--- config.mk ---
export PLATFORM = sky130hd
export DESIGN_NAME = arb3_rr_ctrl
export DESIGN_NICKNAME = d
export VERILOG_FILES = /design/src/rtl/arb3_rr_ctrl.sv
export SDC_FILE = /design/constraint.sdc
export NUM_CORES = 1
export LEC_CHECK = 0
export CORE_MARGIN = 4
export CORE_UTILIZATION = 60
export CTS_BUF_LIST = sky130_fd_sc_hd__clkbuf_2
export CTS_CLUSTER_SIZE = 16
export DETAILED_ROUTE_END_ITERATION = 10
export DONT_BUFFER_PORTS = 1
export PLACE_DENSITY = 0.76
export SYNTH_ARGS = -nofsm -noshare
export SYNTH_HDL_FRONTEND = slang
export SYNTH_SLANG_ARGS = --single-unit
--- constraint.sdc ---
create_clock -name clk -period 3.1 [get_ports clk]
set_input_delay 0.31 -clock clk [delete_from_list [all_inputs] [get_ports clk]]
set_output_delay 0.31 -clock clk [all_outputs]
set_load 0.02 [all_outputs]
--- src/rtl/arb3_rr_ctrl.sv ---
// Three-way round-robin arbiter for a single shared datapath resource.
// Holds a registered one-hot grant until done, owner abort or hold timeout.
module arb3_rr_ctrl #(
    parameter int MAX_HOLD = 16,
    parameter int CNT_W    = 4
) (
    input  logic       clk,
    input  logic       rst_n,
    input  logic [2:0] req,
    input  logic       done,
    output logic [2:0] grant,
    output logic [1:0] owner,
    output logic       busy,
    output logic       any_req,
    output logic       timeout
);

    typedef enum logic {IDLE, OWNED} state_t;

    state_t           state;
    logic [CNT_W-1:0] cnt;
    logic [1:0]       ptr;

    logic       owner_req;
    logic       at_max;
    logic       release_now;
    logic [1:0] next_ptr;
    logic [1:0] sel_ptr;
    logic [2:0] win;
    logic [1:0] win_enc;

    // Lowest-priority slot is scanned first so higher-priority hits overwrite it.
    function automatic logic [2:0] pick(input logic [2:0] r, input logic [1:0] p);
        logic [2:0] g;
        int         idx;
        g = 3'b000;
        for (int k = 2; k >= 0; k--) begin
            idx = (int'(p) + k) % 3;
            if (r[idx]) g = 3'b001 << idx;
        end
        return g;
    endfunction

    assign any_req     = |req;
    assign owner_req   = |(req & grant);
    assign at_max      = (cnt == CNT_W'(MAX_HOLD - 1));
    assign release_now = done || !owner_req || at_max;
    assign next_ptr    = (owner == 2'd2) ? 2'd0 : owner + 2'd1;

    // NOTE: every always_comb output gets a default first so no path leaves it unassigned (no latch).
    always_comb begin
        sel_ptr = ptr;
        if (state == OWNED) sel_ptr = next_ptr;
        win = pick(req, sel_ptr);
        win_enc = 2'b11;
        case (win)
            3'b001:  win_enc = 2'd0;
            3'b010:  win_enc = 2'd1;
            3'b100:  win_enc = 2'd2;
            default: win_enc = 2'b11;
        endcase
    end

    // NOTE: state registers use non-blocking assignments so all of them update from pre-edge values.
    always_ff @(posedge clk or negedge rst_n) begin
        if (!rst_n) begin
            state   <= IDLE;
            grant   <= 3'b000;
            owner   <= 2'b11;
            busy    <= 1'b0;
            timeout <= 1'b0;
            cnt     <= '0;
            ptr     <= 2'd0;
        end else begin
            timeout <= 1'b0;
            case (state)
                IDLE: begin
                    if (any_req) begin
                        state <= OWNED;
                        grant <= win;
                        owner <= win_enc;
                        busy  <= 1'b1;
                        cnt   <= '0;
                    end
                end
                OWNED: begin
                    if (release_now) begin
                        ptr     <= next_ptr;
                        cnt     <= '0;
                        // A coincident done or abort wins over the timeout.
                        timeout <= at_max && !done && owner_req;
                        grant   <= win;
                        owner   <= win_enc;
                        busy    <= |win;
                        if (win == 3'b000) state <= IDLE;
                    end else if (cnt != '1) begin
                        cnt <= cnt + 1'b1;
                    end
                end
                default: state <= IDLE;
            endcase
        end
    end

endmodule

Yosys cells after proc, flatten, opt, wreduce, memory -nomap -nowiden
Index checks and enable logic that the tools add are counted.

Output and inout port bits: 8. Bits in registers: 14. Bits of input ports: 6.

Mux-type cells: 34. Bitwise gates (word level): 2. Div/mod/pow operators: 3. $lt $le $gt $ge: 3. Shift operators: 3. Eq/ne operators: 9. Reduce and logical (&&, ||, !) cells: 13. Add/sub/neg operators: 4.

Operators with widths (number): 32-bit by 4-bit less-than comparator with 1-bit output (second input constant) (3); 1-bit by 32-bit << shifter with 3-bit output (first input constant) (3); 32-bit by 3-bit remainder unit with 32-bit output (second input constant) (2); 3-bit by 3-bit remainder unit with 32-bit output (second input constant) (1); 3-bit 2-to-1 mux (5); 1-bit 2-to-1 mux (13); 4-bit 2-to-1 mux (3); 3-bit OR reduction (3); 2-bit 2-to-1 mux (4); 4-bit case mux with 2 select lines (1); 1-bit binary-select mux with 2-bit select (3); 2-bit case mux with 3 select lines (1); 3-bit case mux with 2 select lines (1); 2-bit AND reduction (3); 4-bit by 1-bit adder with 4-bit output (second input constant) (1); 4-bit == test (second input constant) (1); 4-bit inequality test (second input constant) (1); 1-bit case mux with 2 select lines (2); 2-bit case mux with 2 select lines (1); 2-bit by 1-bit adder with 3-bit output (second input constant) (1); 2-bit by 2-bit adder with 3-bit output (second input constant) (1); 3-bit AND (1); 3-bit by 1-bit == test with 1-bit output (second input constant) (1); 3-bit by 2-bit == test with 1-bit output (second input constant) (1); other kinds (11) (14).

Logic depth before layout (Yosys ltp)
Word-level depth: 15. Mapped depth: 11. Gate-level depth less buffers: 10.

Worst setup path after synthesis
No wires, ideal clock.

Kind: register to register. Start point: reg owner[0]. End point: reg busy. Library setup time: 0.126 ns. Cell stages (with the launch flop): 11. Data arrival time: 2.332 ns. Setup slack: 0.642 ns. Clock period less this slack: 2.458 ns. Cells stage by stage: dfstp_2 -> nor2_1 -> mux2_2 -> ha_1 -> buf_4 -> and3b_1 -> and3_1 -> a21oi_1 -> o2bb2ai_2 -> nor4b_4 -> nor2_1.

Word-level cells in the longest chain between the ends: 14.

Ends and longest elaborated chain: start: declaration (RTL line 12) `output logic [1:0] owner,`; start signal: assignment (RTL line 81) `owner <= win_enc;`; start signal: assignment (RTL line 93) `owner <= win_enc;`; 2-bit by 1-bit adder with 2-bit output / 2-bit == test (equally long branches) (RTL line 48) `assign next_ptr = (owner == 2'd2) ? 2'd0 : owner + 2'd1;`; 2-bit 2-to-1 mux (*) (RTL line 48); 2-bit 2-to-1 mux (*) (RTL line 53) `if (state == OWNED) sel_ptr = next_ptr;`; 2-bit by 2-bit adder with 3-bit output (RTL line 38) `idx = (int'(p) + k) % 3;`; 32-bit by 3-bit remainder unit with 32-bit output (RTL line 38); 1-bit binary-select mux with 2-bit select (RTL line 39) `if (r[idx]) g = 3'b001 << idx;`; 1-bit 2-to-1 mux (implied by the code) (2 in series) (RTL line 39); 3-bit 2-to-1 mux (2 in series) (RTL line 39); 3-bit 2-to-1 mux (*) (RTL line 39); 3-bit OR reduction (*) (RTL line 94) `busy <= |win;`; 1-bit 2-to-1 mux (*) (RTL line 87) `if (release_now) begin`; 1-bit case mux with 2 select lines (*) (RTL line 76) `case (state)`; end signal: assignment (RTL line 94); end: declaration (RTL line 13) `output logic busy,`.

Mark *: on every way between the ends. The rest lies on a longest branch, timed or not. The select of a mux whose other input is x is not followed. A chain may end at the register's enable or synchronous reset.

Final worst setup path
Same ends and word-level chain as after synthesis.

==> reports/results.ini <==
[setup_path]
end_kind=flop
critical_path.top_delay_family=simple AND/OR/NAND/NOR gates
startpoint_type=flop
crit_buf_inv=0
crit_path_max_fanout=9
cp.arrival_ns=2.86
max_stage_delay_ns=0.63
cp_cell_sequence=nor2b_1, mux2i_1, ha_1, and3b_1, and3_1, a21oi_1, o2bb2ai_2, nor4b_4, nor2_1
critPathRequiredTime_ns=3.25
crit_type=reg2reg
crit_slowest_cell=dfstp_2

[clock_tree]
numCtsBuffers=3
clk_latency_ns=0.27
clk_path_buf_depth=2
cts-root-buf=clkbuf_2
htreeDepth=1
cts_sinks=14
clkTransAtPathRegs_ns=0.13
cts_tree=done

[placement]
globalplace.congestion=0.794
dp_hpwl_um=1500
placed_cell_area_mm2=0.00102
post-place-ws_ns=0.398
io_buffers=0

[synthesis]
muxShareOfSynthArea_pct=11.2
synth.top_cell.area_share_pct=29.4
avgSynthCellArea_um2=9.53
synth-seq-cells=14
synthTopCellsByArea=dfrtp_1, ha_1, nor2_1
seq_area_frac_synth_pct=34.6
yosysUniqueCellTypes=39
syn-num-nets=118
synth_adder_area_share_pct=6.13
synth_compound_area_share_pct=19.6
ys_async_sr_fraction_pct=100
yosys.area_share.simple_pct=24.2
synthCells=107
syn_area_mm2=0.00102
ys.flop_type=dfrtp_1
yosysWarningCount=0
synth_xor_area_share_pct=1.72
synth_top_area_cell=dfrtp_1
synth_edf_count=0
synth_top_family_by_area=simple AND/OR/NAND/NOR gates

[timing]
fin_ws_ns=0.385
worstMarginPinSlew_ns=0.616
slew_viol_final=0
skew_ns=0.0156
fin_crit_sh_pct=87.6
max_freq_mhz=368
fin_crit_ns=2.71
fin_tns_setup_ns=0
final_hold_viol_count=0
hold_ws_ns=0.324
relSlewSlack_pct=58.8
grt_setup_unrepaired=false
setup_viol=0

[global_routing]
grt_pass1_wl_um=3310
grt_max_degree=15
antenna_found_initial=0
grt_use_total_pct=17.3
grt-ovfl-total=0
grt_pass1_vias=743

[detailed_routing]
viasPerCell=6.26
finalWirelength_um=1860
vias=783
drt-wirelength-per-cell_um=14.9
drt.antenna.violating_nets=0
dr.pass1.iters=4
drc_errors=0
drt_iter0_drc=19

[floorplanning]
die_area_mm2=0.00242
initial_utilization_pct=65.4
die_h_um=49.2
fp.coreArea_mm2=0.00156
ios=14
fp-row-count=14
die_w_um=49.2

[power]
comb_power_share_pct=58.2
power_density_mw_per_mm2=975
p_switching_w=0.000467
swShare_pct=45.6
sequentialPowerShare_pct=33.4
p_leak_nw=0.465
intPower_w=0.000557
pwr-share-clk_pct=8.4
vdd_ir_drop_max_mv=0.474

[cells_and_area]
areaGrowthSynthToFinish_pct=3.07
layout_commonest_cell=nor2_1
fillCellCount=134
layout.nets=121
final_area_mm2=0.00105
num_antenna_cells=0
final_cell_mix=nor2_1, nand2_1, dfrtp_1
drive_gt1_share_pct=16.5

[flow_run]
cap_violations=0

[hold_path]
hold_path_class=in2reg

[outcome]
status=finished clean

## sequential cells by signal, indices dropped and copies added (netlist names)
signal and cells:
state 1, ptr 2, busy 1, cnt 4, owner 2, timeout 1, grant 3
## cell usage after synthesis (3+ instances only)
| master | instances |
|---|---|
| nand2_1 | 13 |
| mux2i_1 | 5 |
| ha_1 | 5 |
| nor2b_1 | 4 |
| a21oi_2 | 3 |
| nand3_1 | 3 |
| o21ai_0 | 4 |
| dfrtp_1 | 12 |
| and3_1 | 3 |
| a21oi_1 | 3 |
| nor2_1 | 15 |
## final cells by class
type / count / area, um^2 / area share, %
multi-input cells: 88 / 641 / 61.0
flip-flops and latches: 14 / 353 / 33.6
clock buffers: 4 / 20.0 / 1.90
well taps: 16 / 20.0 / 1.90
repair buffers: 1 / 10.0 / 0.952
inverters: 2 / 7.51 / 0.714
## power by group through the flow
stage / Combinational [W] / Sequential, W / Clock (W)
5_1_grt: 0.000671 / 0.000353 / 0.000103
3_3_place_gp: 0.000586 / 0.000343 / 0
4_1_cts: 0.000601 / 0.000342 / 0.0000888
3_5_place_dp: 0.000592 / 0.000347 / 0
2_1_floorplan: 0.000534 / 0.000325 / 0
6_report: 0.000597 / 0.000342 / 0.0000857
## logic make-up (layout without fill, tap and decap cells)
family                     count (synthesis)  in the layout
muxes                                     10             10
AOI/OAI and AO/OA                         25             25
and+or+nand+nor                           46             46
xor gates and xnor gates                   2              2
buffers and inverters                      5              7
adders and majority gates                  5              5
DFF                                       14             14
## what timing repair did
action                    CTS  global route
resized for setup           0             0
setup buffers               0             0
hold buffers                1             0
hold endpoints to repair   14             0
## metrics by stage
step,util [%],total power [W],std cells
3_5_place_dp,65.5,0.000939,120
2_1_floorplan,-,0.000859,107
5_1_grt,67.4,0.00113,125
3_3_place_gp,65.5,0.000929,120
6_report,67.4,0.00102,125
4_1_cts,67.4,0.00103,125
## worst register-to-register path, stage by stage, from the launching register on
cell and delay, ns:
dfstp_2 0.63, nor2b_1 0.20, mux2i_1 0.15, ha_1 0.47
and3b_1 0.26, and3_1 0.19, a21oi_1 0.21, o2bb2ai_2 0.17
nor4b_4 0.24, nor2_1 0.08
## worst paths after layout
path / startpoint / to / slack, ns / cells past startpoint
max: owner[0] / busy / 0.39 / 9
max in group asynchronous: rst_n / ptr[0] / 2.21 / 1
min in group asynchronous: rst_n / cnt[0] / 0.47 / 1
min reg2reg: ptr[1] / ptr[1] / 0.50 / 1
max reg2reg: owner[0] / busy / 0.39 / 9
min: done / timeout / 0.32 / 3
## layer usage
layer  wire (um)  track usage, %  vias to the layer above
met1         918            23.6                      364
met2         799            26.1                       28
met3         136            6.42                        2
li1            -               -                      389
met4           6            2.84                        0
met5           0               0                        -
Power figures use the tool's default switching activity.
